**config.mk**
```make
export PLATFORM = sky130hd
export DESIGN_NAME = mine_placer_flat
export DESIGN_NICKNAME = d
export VERILOG_FILES = /design/src/rtl/mine_placer_if.sv /design/src/rtl/mine_placer.sv /design/src/flat_wrapper.sv
export SDC_FILE = /design/constraint.sdc
export NUM_CORES = 1
export LEC_CHECK = 0
export ABC_CLOCK_PERIOD_IN_PS = 3700
export BUFFER_PORTS_ARGS = -buffer_cell sky130_fd_sc_hd__buf_2
export CAP_MARGIN = 20
export CORE_MARGIN = 4
export CORE_UTILIZATION = 43
export CTS_BUF_LIST = sky130_fd_sc_hd__clkbuf_2 sky130_fd_sc_hd__clkbuf_4 sky130_fd_sc_hd__clkbuf_8
export DETAILED_ROUTE_END_ITERATION = 16
export GPL_TIMING_DRIVEN = 0
export HOLD_SLACK_MARGIN = 0.08
export PLACE_DENSITY = 0.64
export SLEW_MARGIN = 20
export SYNTH_ARGS = -nofsm -noshare
export SYNTH_HDL_FRONTEND = slang
export SYNTH_SLANG_ARGS = --single-unit
export TNS_END_PERCENT = 20
```
**constraint.sdc**
```tcl
create_clock -name clk -period 3.7 [get_ports clk]
set_input_delay 0.185 -clock clk [delete_from_list [all_inputs] [get_ports clk]]
set_output_delay 0.185 -clock clk [all_outputs]
set_load 0.02 [all_outputs]
```
**src/rtl/mine_placer_if.sv**
```systemverilog
// Handshake and board write port between the game FSM (master) and the mine placer (slave).
interface mine_placer_if;
  logic       mine_start;
  logic [7:0] start_cell_addr;
  logic       mine_done;
  logic       busy;
  logic       board_we;
  logic [7:0] board_addr;
  logic       board_mine;
  logic [7:0] mines_placed;

  modport master (
    output mine_start, start_cell_addr,
    input  mine_done, busy, board_we, board_addr, board_mine, mines_placed
  );

  modport slave (
    input  mine_start, start_cell_addr,
    output mine_done, busy, board_we, board_addr, board_mine, mines_placed
  );
endinterface

```
**src/rtl/mine_placer.sv**
```systemverilog
// Clears the 16x16 mine board, then scatters NUM_MINES distinct mines from a free-running
// LFSR, keeping the player's start cell (and optionally its neighbourhood) mine-free.
module mine_placer #(
  parameter int          NUM_MINES         = 40,
  parameter logic [15:0] LFSR_SEED         = 16'hACE1,
  parameter bit          EXCLUDE_NEIGHBORS = 1'b1
) (
  input  logic         clk,
  input  logic         rst,
  mine_placer_if.slave bus
);

  typedef enum logic [1:0] {IDLE, CLEAR, PLACE, DONE} state_t;

  typedef struct packed {
    logic       we;
    logic [7:0] addr;
    logic       mine;
  } wr_t;

  localparam logic [7:0] LAST_MINE = 8'(NUM_MINES - 1);

  state_t       state;
  wr_t          wr;
  logic [15:0]  lfsr, lfsr_nxt;
  logic [255:0] occ;
  logic [7:0]   start_q, cand, placed;
  logic         done_q, busy_q;
  logic [3:0]   drow, dcol;
  logic         excluded, accept;

  function automatic logic [3:0] absdiff(input logic [3:0] a, input logic [3:0] b);
    return (a > b) ? (a - b) : (b - a);
  endfunction

  // Row/column distances are plain 4-bit magnitudes, so the neighbourhood never wraps at edges.
  always_comb begin
    lfsr_nxt = {1'b0, lfsr[15:1]} ^ (lfsr[0] ? 16'hB400 : 16'h0000);
    cand     = lfsr[7:0];
    drow     = absdiff(cand[7:4], start_q[7:4]);
    dcol     = absdiff(cand[3:0], start_q[3:0]);
    excluded = (cand == start_q) ||
               (EXCLUDE_NEIGHBORS && (drow <= 4'd1) && (dcol <= 4'd1));
    accept   = !occ[cand] && !excluded;
  end

  // Outputs are registered: a PLACE decision on one edge shows up as the write of the next cycle.
  always_ff @(posedge clk or negedge rst) begin
    if (!rst) begin
      state   <= IDLE;
      wr      <= '0;
      lfsr    <= LFSR_SEED;
      occ     <= '0;
      start_q <= '0;
      placed  <= '0;
      done_q  <= 1'b0;
      busy_q  <= 1'b0;
    end else begin
      lfsr <= lfsr_nxt;
      case (state)
        IDLE: begin
          wr.we  <= 1'b0;
          busy_q <= 1'b0;
          done_q <= 1'b0;
          if (bus.mine_start) begin
            start_q <= bus.start_cell_addr;
            occ     <= '0;
            placed  <= '0;
            wr      <= '{we: 1'b1, addr: 8'h00, mine: 1'b0};
            busy_q  <= 1'b1;
            state   <= CLEAR;
          end
        end
        CLEAR: begin
          if (!bus.mine_start) begin
            wr.we  <= 1'b0;
            busy_q <= 1'b0;
            state  <= IDLE;
          end else if (wr.addr == 8'hFF) begin
            wr.we <= 1'b0;
            state <= PLACE;
          end else begin
            wr.addr <= wr.addr + 8'd1;
          end
        end
        PLACE: begin
          if (!bus.mine_start) begin
            wr.we  <= 1'b0;
            busy_q <= 1'b0;
            state  <= IDLE;
          end else if (accept) begin
            wr        <= '{we: 1'b1, addr: cand, mine: 1'b1};
            occ[cand] <= 1'b1;
            placed    <= placed + 8'd1;
            if (placed == LAST_MINE) state <= DONE;
          end else begin
            wr.we <= 1'b0;
          end
        end
        DONE: begin
          wr.we  <= 1'b0;
          busy_q <= 1'b0;
          if (!bus.mine_start) begin
            done_q <= 1'b0;
            state  <= IDLE;
          end else begin
            done_q <= 1'b1;
          end
        end
        default: state <= IDLE;
      endcase
    end
  end

  assign bus.mine_done    = done_q;
  assign bus.busy         = busy_q;
  assign bus.board_we     = wr.we;
  assign bus.board_addr   = wr.addr;
  assign bus.board_mine   = wr.mine;
  assign bus.mines_placed = placed;

endmodule

```
**src/flat_wrapper.sv**
```systemverilog
// flat-port wrapper written by rule: the top's interface ports become plain ports
module mine_placer_flat 
#(
  parameter int          NUM_MINES         = 40,
  parameter logic [15:0] LFSR_SEED         = 16'hACE1,
  parameter bit          EXCLUDE_NEIGHBORS = 1'b1
)
  (clk, rst, bus_mine_start, bus_start_cell_addr, bus_mine_done, bus_busy, bus_board_we, bus_board_addr, bus_board_mine, bus_mines_placed);
  mine_placer_if bus_i ();
  input  logic clk;
  input  logic rst;
  input wire logic [$bits(bus_i.mine_start)-1:0] bus_mine_start;
  input wire logic [$bits(bus_i.start_cell_addr)-1:0] bus_start_cell_addr;
  output wire logic [$bits(bus_i.mine_done)-1:0] bus_mine_done;
  output wire logic [$bits(bus_i.busy)-1:0] bus_busy;
  output wire logic [$bits(bus_i.board_we)-1:0] bus_board_we;
  output wire logic [$bits(bus_i.board_addr)-1:0] bus_board_addr;
  output wire logic [$bits(bus_i.board_mine)-1:0] bus_board_mine;
  output wire logic [$bits(bus_i.mines_placed)-1:0] bus_mines_placed;
  assign bus_i.mine_start = bus_mine_start;
  assign bus_i.start_cell_addr = bus_start_cell_addr;
  assign bus_mine_done = bus_i.mine_done;
  assign bus_busy = bus_i.busy;
  assign bus_board_we = bus_i.board_we;
  assign bus_board_addr = bus_i.board_addr;
  assign bus_board_mine = bus_i.board_mine;
  assign bus_mines_placed = bus_i.mines_placed;
  mine_placer #(.NUM_MINES(NUM_MINES), .LFSR_SEED(LFSR_SEED), .EXCLUDE_NEIGHBORS(EXCLUDE_NEIGHBORS)) u_core (.clk(clk), .rst(rst), .bus(bus_i));
endmodule
```
==> results of run 1 <==
==> state kept, by name, indices dropped and copies added (netlist names) <==
signal	flops
u_core.bus.board_we	1
u_core.start_q	8
u_core.bus.mine_done	1
u_core.lfsr	16
u_core.bus.board_mine	1
u_core.bus.busy	1
u_core.occ	256
u_core.bus.board_addr	8
u_core.bus.mines_placed	8
u_core.state	2
==> power breakdown <==
group | total [mW] | internal, mW | switching (mW) | leakage (nW)
combinational | 2.28 | 0.666 | 1.61 | 2.31
sequential | 3.49 | 3.40 | 0.0945 | 4.16
clock | 3.31 | 1.96 | 1.35 | 0.616
==> cell families after synthesis <==
group           count (synthesis)  share of synthesized area
simple gates                  475                      0.140
compound gates                385                      0.154
flops                         302                      0.522
buf+inv                       122                     0.0470
mux                           113                      0.110
fa+ha+maj                      26                     0.0245
xor+xnor                        4                    0.00242
==> area by class of cell <==
type,count,area share
flip-flops and latches,302,0.442
inverters,27,0.00636
well taps,442,0.0323
plain buffers,95,0.0439
repair buffers,63,0.0356
clock inverters,5,0.00439
clock buffers,87,0.0630
multi-input cells,1003,0.372
==> worst register-to-register path, delay by kind of cell, from the launching register on <==
kind / cells / cell delay, ns
AND/OR/NAND/NOR: 5 / 1.13
buffers and inverters: 6 / 1.13
AO/OA/AOI/OAI: 4 / 0.70
flip-flops: 1 / 0.57
==> through the flow <==
step	TNS (ns)	std cells	hold slack [ns]	setup WS [ns]
after floorplan	0	1427	-0.111	0.0773
after global placement	-1154.55	1899	0.336	-3.17
after detailed placement	-216.14	1902	0.0862	-0.835
after CTS	0	2017	0.0829	0.00641
after global routing	-0.333	2024	0.108	-0.0211
final	0	2024	0.0901	0.0745
==> repair_timing <==
action,4_1_cts,5_1_grt
endpoints found under the setup margin,276,273
pin swaps,4,10
endpoints found under the hold margin,216,0
hold buffers,9,0
gates resized for setup,42,49
buffers inserted,14,5
gates cloned,0,3
==> synthesized netlist by cell type, drive strengths merged (3+ instances only) <==
| cell type | number | area (um^2) |
|---|---|---|
| a31oi | 9 | 56.3 |
| mux2i | 64 | 641 |
| a22oi | 37 | 278 |
| and4 | 3 | 26.3 |
| a32o | 4 | 40.0 |
| a211oi | 6 | 45.0 |
| dfstp | 8 | 210 |
| inv | 27 | 101 |
| nor4 | 4 | 25.0 |
| o22ai | 4 | 25.0 |
| a21oi | 20 | 108 |
| o211ai | 4 | 30.0 |
| o21ai | 269 | 1350 |
| buf | 43 | 385 |
| and3 | 12 | 75.1 |
| nand2 | 355 | 1330 |
| nand4 | 11 | 129 |
| nor3 | 15 | 75.1 |
| nand3 | 17 | 85.1 |
| a221o | 4 | 40.0 |
| nor2 | 33 | 124 |
| fa | 4 | 80.1 |
| nor2b | 11 | 68.8 |
| mux2 | 13 | 146 |
| mux4 | 36 | 811 |
| dfrtp | 294 | 7360 |
| clkbuf | 52 | 195 |
| ha | 22 | 275 |
| a22o | 5 | 43.8 |
| xor2 | 4 | 35.0 |
| and2 | 3 | 18.8 |
| nand2b | 4 | 25.0 |
==> per-layer routing <==
metal | track usage | vias up | part of all wire
met2 | 0.359 | 466 | 0.47
met3 | 0.0393 | 93 | 0.077
li1 | - | 5270 | -
met4 | 0.0702 | 0 | 0.028
met1 | 0.321 | 5760 | 0.43
met5 | 0 | - | 0
==> path summary, 6_finish.rpt <==
| kind | from | to | slack (ns) | cells after the start |
|---|---|---|---|---|
| max | u_core.lfsr[0]$_DFF_PN1_ | u_core.occ[219]$_DFFE_PN0P_ | 0.07 | 15 |
| min | rst | u_core.occ[254]$_DFFE_PN0P_ | 0.09 | 2 |
| max reg2reg | u_core.lfsr[0]$_DFF_PN1_ | u_core.occ[219]$_DFFE_PN0P_ | 0.07 | 15 |
| min reg2reg | u_core.lfsr[9]$_DFF_PN0_ | u_core.lfsr[8]$_DFF_PN0_ | 0.36 | 0 |
| max in group asynchronous | rst | u_core.lfsr[6]$_DFF_PN1_ | 2.49 | 4 |
| min in group clk | bus_mine_start | u_core.bus.busy$_DFFE_PN0P_ | 0.16 | 3 |
==> impl_metrics.csv, run 1 <==
group,metric,value,unit
worst_setup_path,cp_num_buf_inv,6,
route,drt_pass1_iterations,5,
placement,dp_hpwl,27.7,mm
placement,place_area,15300,um^2
logic_synthesis,yosysWarnings,0,
global_routing,grt_first_pass_wirelength,64.9,mm
run,drv_cap,0,
floorplan,dieArea,36700,um^2
global_routing,track_usage,0.226,
final_layout,fillers,2987,
timing,report.final.hold_viol_count,0,
logic_synthesis,synth_edf_count,0,
placement,numPortBuffers,30,
clock_tree,clk_path_buf_depth,3,
timing,relSlewSlack,0.427,
clock_tree,insertion_delay,0.58,ns
floorplan,initial_utilization,0.441,
route,drt-total-wl,41.9,mm
floorplan,io_pins,31,
timing,min_period_over_period,0.980,
final_layout,final_cell_mix,"nand2_1 (355), dfrtp_1 (293), o21ai_1 (237)",
floorplan,num_rows,66,
final_layout,multiInputGateArea,6370,um^2
final_layout,final_area,17100,um^2
power,power.leakage,7.09,nW
timing,max_freq,0.276,GHz
power,vdd_drop_max,0.285,mV
route,via_count,11600,
logic_synthesis,yosysSeqAreaShare,0.522,
worst_setup_path,cp-start-kind,"register",
logic_synthesis,syn-cell-area,14500,um^2
worst_setup_path,crit_family,"simple AND/OR/NAND/NOR gates",
power,p_per_area,530,nW/um^2
route,ant_nets,0,
final_layout,layout.nets,1580,
worst_setup_path,cp-end-kind,"register",
logic_synthesis,synth_fp_nets,1464,
clock_tree,cts-root-buf,"clkbuf_8",
placement,place_congestion,0.931,
final_layout,layout-drive-gt1-share,0.184,
global_routing,gr-total-overflow,0,
clock_tree,path_clk_slew,0.06,ns
worst_setup_path,path_class,"register to register",
floorplan,core,32900,um^2
final_layout,regArea,7570,um^2
timing,worst_slew_pin_slew,0.860,ns
timing,setup_viol,0,
global_routing,antenna_found_initial,0,
final_layout,areaGrowthSynthToFinish,18.1,%
timing,skew,0.0233,ns
timing,period_minus_slack,3.63,ns
clock_tree,cts_htree_levels,2,
route,drtIter0Drc,1101,
power,power,9.08,mW
final_layout,final_common_cell,"nand2_1",
logic_synthesis,ys.flop_type,"dfrtp_1",
worst_setup_path,cpMostUsedCell,"buf_12",
clock_tree,numCtsBuffers,51,
worst_setup_path,crit_path_max_fanout,10,
floorplan,fp.dieW,192,um
logic_synthesis,yosys.cell_types.count,59,
timing,final_max_slew_viol_count,0,
worst_setup_path,critPathMaxStageDelay,0.57,ns
logic_synthesis,netlist_instances,1427,
final_layout,antenna_cells,0,
route,drt-vias-per-instance,5.73,
logic_synthesis,ys_ff_latch,302,
worst_setup_path,crit_path_top_delay_cell,"dfstp_2",
final_layout,fin_util,0.521,
clock_tree,cts_tree,"built",
route,drc,0,
worst_setup_path,cp_cell_sequence,"buf_12 -> buf_16 -> and2_0 -> buf_4 -> a22oi_1 -> nand2_1 -> o22ai_1 -> o2111ai_1 -> and4_2 -> and3_4 -> buf_12 -> nand4_4 -> buf_12 -> buf_6 -> o21ai_1",
run_status,outcome,"finished, final reports clean",
clock_tree,cts.sink_count,302,
logic_synthesis,synthArstFlopShare,1.00,
worst_setup_path,crit_required,4.18,ns
global_routing,grt_max_degree,101,
route,wire_per_inst,20.7,um
worst_setup_path,crit_arrival,4.11,ns
min_path,worstHoldPathType,"input port to async pin",
global_routing,grt_pass1_vias,11400,
floorplan,fp.dieH,192,um
logic_synthesis,avgSynthCellArea,10.2,um^2
(Power assumes the default switching activity.)
==> inputs of run 2 (changes only) <==
--- a/config.mk
+++ b/config.mk
@@ -5,7 +5,7 @@
 export SDC_FILE = /design/constraint.sdc
 export NUM_CORES = 1
 export LEC_CHECK = 0
-export ABC_CLOCK_PERIOD_IN_PS = 3700
+export ABC_CLOCK_PERIOD_IN_PS = 3500
 export BUFFER_PORTS_ARGS = -buffer_cell sky130_fd_sc_hd__buf_2
 export CAP_MARGIN = 20
 export CORE_MARGIN = 4
@@ -14,7 +14,7 @@
 export DETAILED_ROUTE_END_ITERATION = 16
 export GPL_TIMING_DRIVEN = 0
 export HOLD_SLACK_MARGIN = 0.08
-export PLACE_DENSITY = 0.64
+export PLACE_DENSITY = 0.62
 export SLEW_MARGIN = 20
 export SYNTH_ARGS = -nofsm -noshare
 export SYNTH_HDL_FRONTEND = slang
==> constraint.sdc (replaced) <==
create_clock -name clk -period 3.5 [get_ports clk]
set_input_delay 0.175 -clock clk [delete_from_list [all_inputs] [get_ports clk]]
set_output_delay 0.175 -clock clk [all_outputs]
set_load 0.02 [all_outputs]
==> run 2 against run 1 <==
Effect of this change:
- clock skew fell by 0.0011 ns
- largest power group unchanged
- utilization grew 3.0 points
- power up 7.2%
- critical path depth stayed put
- final cell count is 0.89% higher
- sequential power is 6.0% higher
- routed wire length rose by 4.7%
- critical endpoint is now u_core.occ[8]$_DFFE_PN0P_
- the flow now finishes with violations (negative setup slack)
- clock power up 5%
- global-route usage is 1.2 points higher
==> impl_metrics.csv, run 2 (synthesized netlist as in run 1, its figures left out) <==
group,metric,value,unit
run_status,outcome,"finished with violations",
clock_tree,numCtsBuffers,51,
worst_setup_path,crit_family,"buffers and inverters",
placement,place_area,15300,um^2
min_path,whs_endpoint,"u_core.bus.busy$_DFFE_PN0P_",
worst_setup_path,crit_required,3.99,ns
timing,period_minus_slack,3.63,ns
final_layout,final_area,18100,um^2
worst_setup_path,cp_cell_sequence,"buf_12 -> buf_12 -> mux4_2 -> a22oi_2 -> a21oi_2 -> o21a_1 -> o41ai_4 -> buf_4 -> and3_4 -> buf_12 -> buf_6 -> nand4_4 -> buf_12 -> clkbuf_16 -> o21ai_2",
timing,layout_setup_ws,-0.129,ns
global_routing,gr-total-overflow,0,
final_layout,antenna_cells,0,
clock_tree,cts_htree_levels,2,
floorplan,fp.dieW,192,um
route,wire_per_inst,21.5,um
clock_tree,cts.sink_count,302,
worst_setup_path,cpMostUsedCell,"buf_12",
route,drt-total-wl,43.9,mm
power,pwr-share-seq,0.380,
placement,place_congestion,0.885,
clock_tree,cts_tree,"built",
power,p_sw,3.31,mW
timing,skew,0.0222,ns
final_layout,final_cell_mix,"nand2_1 (355), dfrtp_1 (292), o21ai_1 (132)",
power,power,9.73,mW
route,drtIter0Drc,798,
worst_setup_path,reg2reg_depth,15,
placement,placed_cells,1902,
min_path,worstHoldPathType,"input port to register",
clock_tree,clk_path_buf_depth,3,
worst_setup_path,path_class,"register to register",
final_layout,regArea,7570,um^2
final_layout,layout.nets,1601,
route,drc,0,
power,vdd_drop_max,0.431,mV
final_layout,top_regs,"u_core.occ x256, u_core.lfsr x16",
min_path,hold_depth,3,
floorplan,core,32900,um^2
power,p_per_area,537,nW/um^2
final_layout,layout-drive-gt1-share,0.266,
floorplan,io_pins,31,
timing,final_max_slew_viol_count,0,
route,via_count,11900,
timing,setup_viol,165,
timing,rsz0062_at_grt,"true",
final_layout,final_cells,2042,
global_routing,track_usage,0.239,
power,p_comb_frac,0.265,
run,drv_cap,0,
power,p_clk_frac,0.355,
timing,relSlewSlack,0.380,
worst_setup_path,cp-end-kind,"register",
clock_tree,insertion_delay,0.59,ns
placement,dp_hpwl,27.9,mm
worst_setup_path,crit_path_top_delay_cell,"dfstp_2",
final_layout,multiInputGateArea,6840,um^2
route,drt-vias-per-instance,5.81,
final_layout,areaGrowthSynthToFinish,24.9,%
worst_setup_path,r2r_slack,-0.13,ns
route,drt_pass1_iterations,5,
worst_setup_path,r2r-start,"u_core.lfsr[0]$_DFF_PN1_",
timing,worst_slew_pin_slew,0.930,ns
floorplan,dieArea,36700,um^2
final_layout,final_common_cell,"nand2_1",
worst_setup_path,cp_num_buf_inv,7,
route,ant_nets,0,
worst_setup_path,cp-start-kind,"register",
placement,place_ws,-1.05,ns
global_routing,grt_pass1_vias,12100,
final_layout,regMostFlops,"u_core.occ",
timing,min_period_over_period,1.04,
placement,numPortBuffers,30,
global_routing,grt_first_pass_wirelength,68.6,mm
timing,report.final.hold_viol_count,0,
power,power.leakage,7.62,nW
power,p_int,6.42,mW
final_layout,fillers,2891,
floorplan,num_rows,66,
timing,max_freq,0.276,GHz
clock_tree,path_clk_slew,0.06,ns
run_status,violations,"negative setup slack",
worst_setup_path,worstReg2RegEnd,"u_core.occ[8]$_DFFE_PN0P_",
clock_tree,cts-root-buf,"clkbuf_8",
floorplan,initial_utilization,0.441,
worst_setup_path,crit_path_max_fanout,8,
worst_setup_path,critPathMaxStageDelay,0.57,ns
power,swShare,0.340,
final_layout,largest_reg_flops,256,
worst_setup_path,crit_arrival,4.12,ns
global_routing,antenna_found_initial,0,
global_routing,grt_max_degree,95,
floorplan,fp.dieH,192,um
min_path,hold_start,"bus_mine_start",
run 2: changes by cell type in the layout (fill, tap and decap cells not counted), sizes merged:
cell | previous run | this run
buf | 96 | 113
inv | 25 | 26
clkinvlp | 2 | 3
clkinv | 3 | 5
clkbuf | 140 | 137
run 2: worst min-delay path, stage by stage:
cell and delay, ns:
buf_2 0.11, clkbuf_1 0.20, nor2b_1 0.18
run 2: repair_timing:
item / in CTS / in global routing
pin swaps: 70 / 52
gates resized for setup: 185 / 75
hold buffers: 10 / 0
endpoints found under the setup margin: 276 / 276
hold endpoints to repair: 210 / 0
setup buffers: 28 / 4
gates cloned: 7 / 5
run 2: area by class of cell:
| cell class | count | area share |
|---|---|---|
| repair buffers | 85 | 0.0561 |
| inverters | 27 | 0.00615 |
| multi-input cells | 1003 | 0.378 |
| well taps | 442 | 0.0305 |
| plain buffers | 94 | 0.0492 |
| flip-flops and latches | 302 | 0.418 |
| clock inverters | 9 | 0.00560 |
| clock buffers | 80 | 0.0570 |
run 2: worst max-delay path by stage:
| stage | from | end | slack [ns] | depth (start not counted) |
|---|---|---|---|---|
| 2_1_floorplan | u_core.lfsr[0]$_DFF_PN1_ | u_core.occ[0]$_DFFE_PN0P_ | 0.06 | 17 |
| 6_report | u_core.lfsr[0]$_DFF_PN1_ | u_core.occ[8]$_DFFE_PN0P_ | -0.13 | 15 |
| 3_5_place_dp | u_core.lfsr[1]$_DFF_PN0_ | u_core.occ[180]$_DFFE_PN0P_ | -1.05 | 16 |
| 3_3_place_gp | rst | u_core.occ[69]$_DFFE_PN0P_ | -3.43 | 1 |
| 4_1_cts | u_core.lfsr[0]$_DFF_PN1_ | u_core.occ[8]$_DFFE_PN0P_ | -0.1 | 16 |
| 5_1_grt | u_core.lfsr[0]$_DFF_PN1_ | u_core.occ[240]$_DFFE_PN0P_ | -0.23 | 16 |
run 2: per-stage QoR:
step           hold WS, ns   util  TNS (ns)
3_5_place_dp        0.0664  0.466   -273.60
5_1_grt              0.157  0.551    -35.38
6_report             0.139  0.551     -7.76
2_1_floorplan       -0.121      -         0
4_1_cts              0.106  0.539     -9.66
3_3_place_gp         0.336  0.463  -1275.50
run 2: power groups by stage:
stage	Clock (mW)	Sequential [mW]	Combinational, mW
2_1_floorplan	0	3.77	1.53
3_3_place_gp	0	3.75	2.23
6_report	3.46	3.70	2.58
4_1_cts	3.52	3.69	2.51
3_5_place_dp	0	3.75	2.26
5_1_grt	3.68	3.71	2.82
run 2: layer usage:
layer  GRT usage  vias up  part of all wire
met4      0.0840        0             0.033
met5           0        -                 0
met2       0.379      388              0.46
li1            -     5344                 -
met1       0.335     6025              0.44
met3      0.0383      102             0.061
==> inputs of run 3 (changes only) <==
--- a/config.mk
+++ b/config.mk
@@ -15,6 +15,7 @@
 export GPL_TIMING_DRIVEN = 0
 export HOLD_SLACK_MARGIN = 0.08
 export PLACE_DENSITY = 0.62
+export SKIP_LAST_GASP = 1
 export SLEW_MARGIN = 20
 export SYNTH_ARGS = -nofsm -noshare
 export SYNTH_HDL_FRONTEND = slang
==> run 3 against run 2 <==
Effect of this change:
- the run still ends with negative setup slack left
- register-to-register slack lost 0.02 ns
- critical path type unchanged
- non-clock buffer count decreased by 4
- combinational power about the same
- largest power group unchanged
==> impl_metrics.csv, run 3 (synthesized netlist as in run 1, its figures left out) <==
group,metric,value,unit
run_status,outcome,"finished with violations",
run_status,violations,"negative setup slack",
route,drt-total-wl,43.4,mm
final_layout,top_regs,"u_core.occ x256, u_core.lfsr x16",
power,vdd_drop_max,0.416,mV
power,pwr-share-seq,0.379,
final_layout,layout-drive-gt1-share,0.234,
power,p_sw,3.31,mW
worst_setup_path,path_class,"register to register",
clock_tree,cts_tree,"built",
clock_tree,numCtsBuffers,51,
final_layout,final_cell_mix,"nand2_1 (355), dfrtp_1 (293), o21ai_1 (174)",
final_layout,regMostFlops,"u_core.occ",
min_path,worstHoldPathType,"input port to register",
worst_setup_path,crit_required,3.97,ns
worst_setup_path,crit_path_max_fanout,10,
power,p_per_area,548,nW/um^2
route,dr_wl_met2,19.9,mm
clock_tree,cts-root-buf,"clkbuf_8",
clock_tree,cts.sink_count,302,
global_routing,grt_pass1_vias,12100,
placement,placed_cells,1902,
run,drv_cap,0,
timing,report.final.hold_viol_count,0,
floorplan,num_rows,66,
placement,place_congestion,0.885,
floorplan,fp.dieW,192,um
global_routing,gr-total-overflow,0,
clock_tree,clk_path_buf_depth,3,
timing,min_period_over_period,1.04,
route,drt_pass1_iterations,6,
route,drtIter0Drc,906,
timing,worst_slew_pin_slew,0.901,ns
floorplan,initial_utilization,0.441,
clock_tree,insertion_delay,0.59,ns
placement,place_ws,-1.05,ns
floorplan,core,32900,um^2
timing,layout_setup_ws,-0.153,ns
power,p_comb_frac,0.266,
route,top_layer,"met4",
power,power.leakage,7.44,nW
route,met3_length,2.93,mm
route,wire_per_inst,21.3,um
timing,tns,-15.82,ns
timing,setup_viol,253,
floorplan,io_pins,31,
final_layout,antenna_cells,0,
worst_setup_path,crit_arrival,4.12,ns
route,drt-met1-wl,18.9,mm
floorplan,fp.dieH,192,um
timing,max_freq,0.274,GHz
global_routing,grt_max_degree,95,
worst_setup_path,cp-start-kind,"register",
final_layout,layout.nets,1597,
clock_tree,path_clk_slew,0.06,ns
timing,hold_slack,0.136,ns
timing,rsz0062_at_grt,"true",
placement,numPortBuffers,30,
timing,period_minus_slack,3.65,ns
route,drc,0,
worst_setup_path,cp-end-kind,"register",
final_layout,largest_reg_flops,256,
timing,final_max_slew_viol_count,0,
timing,relSlewSlack,0.400,
global_routing,grt_first_pass_wirelength,68.5,mm
global_routing,track_usage,0.238,
clock_tree,cts_htree_levels,2,
timing,skew,0.0151,ns
route,ant_nets,0,
power,p_clk_frac,0.355,
final_layout,final_cells,2038,
power,swShare,0.339,
final_layout,areaGrowthSynthToFinish,22.8,%
route,drt-vias-per-instance,5.80,
route,via_count,11800,
floorplan,dieArea,36700,um^2
power,p_int,6.44,mW
global_routing,antenna_found_initial,0,
final_layout,final_common_cell,"nand2_1",
placement,dp_hpwl,27.9,mm
==> run 3: worst paths after layout <==
check	to	depth (start not counted)	slack [ns]	from
max	u_core.occ[244]$_DFFE_PN0P_	13	-0.15	u_core.lfsr[5]$_DFF_PN1_
min	u_core.bus.busy$_DFFE_PN0P_	3	0.14	bus_mine_start
max reg2reg	u_core.occ[244]$_DFFE_PN0P_	13	-0.15	u_core.lfsr[5]$_DFF_PN1_
min reg2reg	u_core.lfsr[11]$_DFF_PN1_	0	0.36	u_core.lfsr[12]$_DFF_PN0_
max in group asynchronous	u_core.occ[89]$_DFFE_PN0P_	4	2.41	rst
min in group asynchronous	u_core.occ[153]$_DFFE_PN0P_	3	0.17	rst
==> run 3: critical path: stages (launching register included) <==
cell	delay (ns)
dfstp_2	0.66
clkbuf_2	0.38
nand2_1	0.42
a211oi_1	0.43
nand3_1	0.14
a41o_1	0.25
and4_2	0.28
and3_4	0.22
buf_12	0.13
buf_6	0.11
nand4_4	0.07
buf_12	0.19
buf_12	0.16
o21ai_1	0.07
==> run 3: area by class of cell <==
cell class / count / area [um^2]
Timing Repair Buffer: 81 / 947
Tap cell: 442 / 553
Buffer: 94 / 842
Clock inverter: 9 / 101
Fill cell: 2918 / 15100
Multi-Input combinational cell: 1003 / 6650
Inverter: 27 / 111
Sequential cell: 302 / 7570
Clock buffer: 80 / 1030
==> run 3: power groups by stage <==
| stage | clock network, mW | registers (mW) | logic (mW) |
|---|---|---|---|
| 6_report | 3.46 | 3.70 | 2.59 |
| 5_1_grt | 3.69 | 3.71 | 2.84 |
| 4_1_cts | 3.52 | 3.69 | 2.50 |
| 3_5_place_dp | 0 | 3.75 | 2.26 |
| 3_3_place_gp | 0 | 3.75 | 2.23 |
| 2_1_floorplan | 0 | 3.77 | 1.53 |
==> run 3: repair_timing <==
action,CTS,global route
gates resized for setup,159,33
pin swaps,48,17
cloned,7,3
hold buffers,10,0
endpoints found under the setup margin,276,276
setup buffers,28,2
hold endpoints to repair,210,0
==> run 3: metrics by stage <==
| stage | area, um^2 | utilization | total power [mW] |
|---|---|---|---|
| after global placement | 15200 | 0.463 | 5.98 |
| final | 17800 | 0.542 | 9.75 |
| after CTS | 17600 | 0.536 | 9.71 |
| after floorplan | 14500 | - | 5.30 |
| after global routing | 17800 | 0.542 | 10.2 |
| after detailed placement | 15300 | 0.466 | 6.01 |
==> run 3: layer usage <==
| layer | track usage | vias to the layer above |
|---|---|---|
| met5 | 0 | - |
| met4 | 0.0862 | 0 |
| met3 | 0.0402 | 113 |
| met2 | 0.377 | 426 |
| met1 | 0.333 | 5953 |
| li1 | - | 5333 |
